$ cat src/rtl/inst_fetch_queue.sv
`default_nettype none
// +--------------------------------------------------------------------------+
// | inst_fetch_queue: {inst, pc} buffer between instruction memory and ID,   |
// | with immediate-type pre-decode at push time and a one-cycle flush.       |
// | Optional: IFQ_BYPASS_EN passes the input straight to the output when     |
// | the queue is empty.                                                      |
// | Revision: 1.0                                                            |
// +--------------------------------------------------------------------------+

`ifndef ITYPE
`define ITYPE 3'd0
`endif
`ifndef STYPE
`define STYPE 3'd1
`endif
`ifndef BTYPE
`define BTYPE 3'd2
`endif
`ifndef UTYPE
`define UTYPE 3'd3
`endif
`ifndef JTYPE
`define JTYPE 3'd4
`endif
`ifndef RTYPE
`define RTYPE 3'd5
`endif

module inst_fetch_queue #(
  parameter int DEPTH = 4,
  parameter int AW    = 2
) (
  input  logic          clk,
  input  logic          rst_n,
  input  logic          flush,
  input  logic          in_valid,
  output logic          in_ready,
  input  logic [31:0]   in_inst,
  input  logic [31:0]   in_pc,
  output logic          out_valid,
  input  logic          out_ready,
  output logic [31:0]   out_inst,
  output logic [31:0]   out_pc,
  output logic [2:0]    out_imm_type,
  output logic          out_illegal,
  output logic [AW:0]   count
);

  localparam logic [AW:0] c_depth = (AW+1)'(DEPTH);
  localparam logic [31:0] c_nop   = 32'h0000_0013;

  logic [31:0]   inst_mem_q [DEPTH];
  logic [31:0]   pc_mem_q   [DEPTH];
  logic [2:0]    imm_mem_q  [DEPTH];
  logic          ill_mem_q  [DEPTH];

  logic [AW-1:0] wr_ptr_q, wr_ptr_d;
  logic [AW-1:0] rd_ptr_q, rd_ptr_d;
  logic [AW:0]   count_q,  count_d;

  logic [2:0]    w_dec_imm_type;
  logic          w_dec_illegal;
  logic          w_empty;
  logic          w_bypass;
  logic          w_bypass_take;
  logic          w_push;
  logic          w_pop;

  // Pre-decode of the incoming opcode; stored with the entry so ID sees it registered.
  always_comb begin
    w_dec_imm_type = `RTYPE;
    w_dec_illegal  = 1'b0;
    case (in_inst[6:0])
      7'b0010011, 7'b0000011, 7'b1100111: w_dec_imm_type = `ITYPE;
      7'b0100011:                         w_dec_imm_type = `STYPE;
      7'b1100011:                         w_dec_imm_type = `BTYPE;
      7'b0110111, 7'b0010111:             w_dec_imm_type = `UTYPE;
      7'b1101111:                         w_dec_imm_type = `JTYPE;
      7'b0110011:                         w_dec_imm_type = `RTYPE;
      default:                            w_dec_illegal  = 1'b1;
    endcase
  end

  always_comb begin
    w_empty  = (count_q == '0);
    in_ready = (count_q != c_depth);
    count    = count_q;
    w_bypass = 1'b0;
`ifdef IFQ_BYPASS_EN
    w_bypass = w_empty && rst_n && !flush;
`endif

    if (w_bypass) begin
      out_valid    = in_valid;
      out_inst     = in_inst;
      out_pc       = in_pc;
      out_imm_type = w_dec_imm_type;
      out_illegal  = w_dec_illegal;
    end else if (w_empty) begin
      out_valid    = 1'b0;
      out_inst     = c_nop;
      out_pc       = 32'h0;
      out_imm_type = `ITYPE;
      out_illegal  = 1'b0;
    end else begin
      out_valid    = 1'b1;
      out_inst     = inst_mem_q[rd_ptr_q];
      out_pc       = pc_mem_q[rd_ptr_q];
      out_imm_type = imm_mem_q[rd_ptr_q];
      out_illegal  = ill_mem_q[rd_ptr_q];
    end

    // A bypassed word that is consumed on the spot never enters storage.
    w_bypass_take = w_bypass && in_valid && out_ready;
    w_push        = rst_n && !flush && in_valid && in_ready && !w_bypass_take;
    w_pop         = rst_n && !flush && !w_empty && out_ready;

    wr_ptr_d = wr_ptr_q;
    rd_ptr_d = rd_ptr_q;
    count_d  = count_q;
    if (w_push) begin
      wr_ptr_d = wr_ptr_q + AW'(1);
    end
    if (w_pop) begin
      rd_ptr_d = rd_ptr_q + AW'(1);
    end
    case ({w_push, w_pop})
      2'b10:   count_d = count_q + (AW+1)'(1);
      2'b01:   count_d = count_q - (AW+1)'(1);
      default: count_d = count_q;
    endcase
    if (flush) begin
      wr_ptr_d = '0;
      rd_ptr_d = '0;
      count_d  = '0;
    end
  end

  always_ff @(posedge clk) begin
    if (!rst_n) begin
      wr_ptr_q <= '0;
      rd_ptr_q <= '0;
      count_q  <= '0;
    end else begin
      wr_ptr_q <= wr_ptr_d;
      rd_ptr_q <= rd_ptr_d;
      count_q  <= count_d;
    end
  end

  // Storage is deliberately left out of reset; only the pointers define validity.
  always_ff @(posedge clk) begin
    if (w_push) begin
      inst_mem_q[wr_ptr_q] <= in_inst;
      pc_mem_q[wr_ptr_q]   <= in_pc;
      imm_mem_q[wr_ptr_q]  <= w_dec_imm_type;
      ill_mem_q[wr_ptr_q]  <= w_dec_illegal;
    end
  end

endmodule

`default_nettype wire

$ cat config.mk
export PLATFORM = sky130hd
export DESIGN_NAME = inst_fetch_queue
export DESIGN_NICKNAME = d
export VERILOG_FILES = /design/src/rtl/inst_fetch_queue.sv
export SDC_FILE = /design/constraint.sdc
export NUM_CORES = 1
export LEC_CHECK = 0
export ABC_AREA = 1
export BUFFER_PORTS_ARGS = -buffer_cell sky130_fd_sc_hd__buf_2
export CAP_MARGIN = 10
export CORE_MARGIN = 2
export CORE_UTILIZATION = 52
export CTS_BUF_LIST = sky130_fd_sc_hd__clkbuf_16
export DETAILED_ROUTE_END_ITERATION = 6
export HOLD_SLACK_MARGIN = 0.12
export PLACE_DENSITY_LB_ADDON = 0.2
export SYNTH_ARGS = -nofsm -noshare
export SYNTH_HDL_FRONTEND = slang
export SYNTH_SLANG_ARGS = --single-unit
$ cat constraint.sdc
create_clock -name clk -period 7.05 [get_ports clk]
set_clock_uncertainty 0.2 [all_clocks]
set_input_delay 0.705 -clock clk [delete_from_list [all_inputs] [get_ports clk]]
set_output_delay 0.705 -clock clk [all_outputs]
set_load 0.05 [all_outputs]
Word-level counts from Yosys, hierarchy flattened:

Memories as Yosys holds them, arrays and structs flattened. A register that Yosys moved wholly into a read port is not among the register bits.
Index checks and enable logic that the tools add are counted.

* latch bits: 0
* input bits: 69
* ROM bits: 0
* register bits after elaboration: 7
* memories: 4
* memory bits (writable): 272
* word-level logic and storage cells: 55
* output and inout port bits: 73

* shifts and indexed selects: 0
* magnitude comparators: 0
* equality and inequality tests: 12
* divide/modulo/power cells: 0
* mux-type cells: 18
* bitwise operators: 1
* multipliers: 0
* reductions and logical operators: 13
* $add $sub $neg: 4

Memories
* inst_mem_q: depth 4, width 32, rd ports 1, clocked after Yosys merged registers in 1, wr ports 1, line 52 `logic [31:0] inst_mem_q [DEPTH];`
* pc_mem_q: depth 4, width 32, rd ports 1, clocked after Yosys merged registers in 1, wr ports 1, line 53 `logic [31:0] pc_mem_q [DEPTH];`
* imm_mem_q: depth 4, width 3, rd ports 1, clocked after Yosys merged registers in 1, wr ports 1, line 54 `logic [2:0] imm_mem_q [DEPTH];`
* ill_mem_q: depth 4, width 1, rd ports 1, clocked after Yosys merged registers in 1, wr ports 1, line 55 `logic ill_mem_q [DEPTH];`

Operators with widths (count)
* 2-to-1 mux 32 bit: 2
* == test 7 x 6 -> 1 bit, second input constant: 3
* == test 7 bit, second input constant: 3
* 2-to-1 mux 2 bit: 8
* case mux 3 bit (5 select lines): 1
* == test 7 x 5 -> 1 bit, second input constant: 2
* OR reduction 9 bit: 1
* == test 7 x 2 -> 1 bit, second input constant: 1
* case mux 3 bit (2 select lines): 1
* logical AND 1 bit: 5
* 2-to-1 mux 1 bit: 5
* adder 2 x 1 -> 2 bit, second input constant: 2
* OR reduction 2 bit: 2
* adder 3 x 1 -> 3 bit, second input constant: 1
* zero test 3 bit: 1
* 2-to-1 mux 3 bit: 1
* != test 3 bit, second input constant: 1
* OR reduction 3 bit: 1
* subtractor 3 x 1 -> 3 bit, second input constant: 1
* == test 2 x 1 -> 1 bit, second input constant: 1
* == test 2 bit, second input constant: 1
* zero test 1 bit: 2
* nonzero test 2 bit: 1
* inverter 1 bit: 1

Logic depth before layout (Yosys ltp):

* depth in word-level cells: 6
* depth in mapped cells: 12
* depth with buffers taken out: 12

Least setup slack after synthesis:

OpenSTA, ideal clock, no wires.

* kind: register to register
* from: reg count_q[0], in the netlist count[0]
* to: mem ill_mem_q[0], enable pin
* buffers on the path: 0
* data arrival time: 4.477 ns
* required time: 6.355 ns
* stages on the path, launching flop included: 5
* path slack: 1.878 ns
* setup time: 0.495 ns
* cell sequence: dfxtp_1 inv_1 nand3_1 nand3_1 nor2_1

* cells in the longest elaborated chain, start to end: 4

RTL lines
* start, declared: line 59 `logic [AW:0] count_q, count_d;`
* start signal, assigned: line 147 `count_q <= count_d;`
* != test 3 bit: line 86 `in_ready = (count_q != c_depth);`
* named net in_ready: line 37 `output logic in_ready,`
* logical AND 1 bit: line 115 `w_push = rst_n && !flush && in_valid && in_ready && !w_bypass_take;`
* 2-to-1 mux 1 bit: line 153 `if (w_push) begin`
* 2-to-1 mux 1 bit (implied by the code): line 157 `ill_mem_q[wr_ptr_q] <= w_dec_illegal;`
* end, declared: line 55

The timed path passes the listed nets, and every way through them passes these cells.

==> results_dict.tcl <==
set metrics [dict create \
    yosys_warnings 0 \
    pin_count 142 \
    fin_tns_setup_ns 0 \
    core.rowCount 53 \
    vias 7022 \
    grt_pass1_wl_um 35300 \
    gr-total-overflow 0 \
    portBuffers 141 \
    cts_buffers 28 \
    hold_path_class "in -> reg" \
    synthTopCellsByCount "280 x nor2_1, 272 x edfxtp_1, 98 x o21ai_0" \
    drive_gt1_frac 0.192 \
    layout.nets 1103 \
    synth-edff-count 272 \
    critPathCaptureType "primary output" \
    synth_top_area_cell "edfxtp_1" \
    critical-path-slowest-cell "buf_4" \
    path_buf_inv 4 \
    synth_ff_type "edfxtp_1" \
    die_w_um 150 \
    hold_ws_ns 0.194 \
    initial_core_util 0.528 \
    irDropWorstVdd_mv 0.199 \
    syn_area_per_cell_um2 12.4 \
    muxShareOfSynthArea 0 \
    rsz0062_at_grt "false" \
    gp_congestion 0.745 \
    cpMostUsedCell "buf_4" \
    core_um2 21000 \
    synth-async-reset-ratio 0 \
    ant_nets 0 \
    crit_type "reg -> out" \
    rrSetupSlack_ns 4.23 \
    max_freq_mhz 243 \
    dp_slack_ns 3.48 \
    drtIter0Drc 511 \
    diodes 0 \
    synthAdderAreaFrac 0.00743 \
    synth_nets 974 \
    grt_start_max_net_pins 100 \
    syn_inst 899 \
    grt_use_total 0.201 \
    status "finished clean" \
    hold_path.startpoint "in_pc[26]" \
    powerDensity_nw_per_um2 264 \
    synth_compound_area_frac 0.0980 \
    syn_area_um2 11100 \
    drt_wl_total_um 22800 \
    cpPeakStageDelay_ns 0.67 \
    worst_slack_ns 2.93 \
    fp.dieArea_um2 22500 \
    dr.pass1.iters 5 \
    hpwlAfterDp_um 12500 \
    cts_resized 0 \
    postCtsSetupRepairBufs 0 \
    critPathMaxFanout 69 \
    fin_crit_ns 4.12 \
    grt_pass1_vias 6673 \
    cp.required_ns 6.14 \
    slew_headroom 0.271 \
    yosysSeqAreaShare 0.751 \
    wire_per_inst_um 17.3 \
    slew_viol_final 0 \
    grt_antenna_before_repair 0 \
    timing.final.crit_share 0.584 \
    path_cells "buf_4, inv_2, buf_4, nor2_1, o21ai_1, a21oi_1, buf_2" \
    drc_errors 0 \
    tritoncts "built" \
    postCtsHoldBufs 0 \
    yosysTopAreaCellShare 0.735 \
    clk_latency_ns 0.52 \
    worst_pin_slew_ns 1.09 \
    yosysMostFrequentCell "nor2_1" \
    cap_violations 0 \
    hold_violations 0 \
    syn_to_final_growth_pct 15.8 \
    cp-start-kind "register" \
    finalSetupViolCount 0 \
    cts.sinks 281 \
    power_leakage_uw 0.00473 \
    cts_buffer_depth 3 \
    viasPerCell 5.31 \
    die_y_um 150 \
    netlist_top_cells_area "edfxtp_1 74%, nor2_1 9.5%, o21ai_0 4.4%" \
    synth-xor-area-share 0.000788 \
    synthSimpleGateAreaFrac 0.109 \
    htreeDepth 1 \
    timing.rr.start "count[0]" \
    critical-path-top-delay-family "buffers and inverters" \
    root_buffer "clkbuf_16" \
    synth_top_family_by_area "simple AND/OR/NAND/NOR gates" \
    clk_pin_slew_ns 0.06 \
    cp.arrival_ns 3.21 \
    yosysUniqueCellTypes 21 \
    yosys_register_bits 281 \
]
==> final cells by class <==
type / count / area [um^2]
Clock inverter: 21 / 148
Multi-Input combinational cell: 543 / 2420
Clock buffer: 29 / 726
Timing Repair Buffer: 150 / 773
Inverter: 24 / 92.6
Tap cell: 275 / 344
Fill cell: 1642 / 8160
Sequential cell: 281 / 8350
==> kinds of logic (layout without fill, tap and decap cells) <==
family                     after synthesis  in the layout
and+or+nand+nor                        319            319
AOI/OAI and AO/OA                      217            217
xor gates and xnor gates                 1              1
DFF                                    281            281
adders and majority gates                6              6
buffers and inverters                   75            224
==> report_power, final <==
| part | switching (uW) | internal [uW] | total [uW] |
|---|---|---|---|
| registers | 4.61 | 1850 | 1850 |
| logic | 108 | 34.3 | 143 |
| clock network | 584 | 813 | 1400 |
| total | 697 | 2700 | 3390 |
==> stage by stage <==
stage	power [uW]	instance area, um^2	std cells	utilization
finish	3390	12900	1323	0.612
global route	3490	12900	1323	0.612
CTS	3420	12900	1323	0.612
detailed placement	2030	12000	1273	0.570
global placement	2030	12000	1273	0.570
floorplan	1970	11100	899	-
==> per-layer routing <==
layer	wire [um]	track usage	part of all wire
met1	9980	0.282	0.44
met2	11100	0.336	0.49
met3	1290	0.0300	0.056
met4	435	0.0500	0.019
met5	0	0	0
==> worst paths after layout <==
path,to,depth (start not counted)
max,out_inst[20],7
min,pc_mem_q[1][26],1
max reg2reg,inst_mem_q[2][9],5
min reg2reg,register,2
==> sequential cells by signal (all words and copies together), names as in the netlist, named ones only <==
register	flops
inst_mem_q	128
pc_mem_q	128
imm_mem_q	12
ill_mem_q	4
count	3
rd_ptr_q	2
wr_ptr_q	2
==> cell usage in the layout (no fill, tap or decap) <==
cell type  count
nand3_2        1
inv_4          1
inv_1         24
nor2_1       276
nand3_1        7
clkinv_2       9
dfxtp_2        1
a21oi_1       78
clkinv_4       1
inv_2          2
a211oi_1       1
dfxtp_4        1
clkbuf_16     29
bufinv_16      2
fa_1           1
ha_1           5
o21ai_1       40
buf_4          9
clkinv_1       6
buf_2        141
nor2_4         4
o21ai_0       98
nand2_1       30
edfxtp_1     272
xor2_1         1
dfxtp_1        7
nor3_1         1
Note: power is estimated with default switching activity, not from simulation.
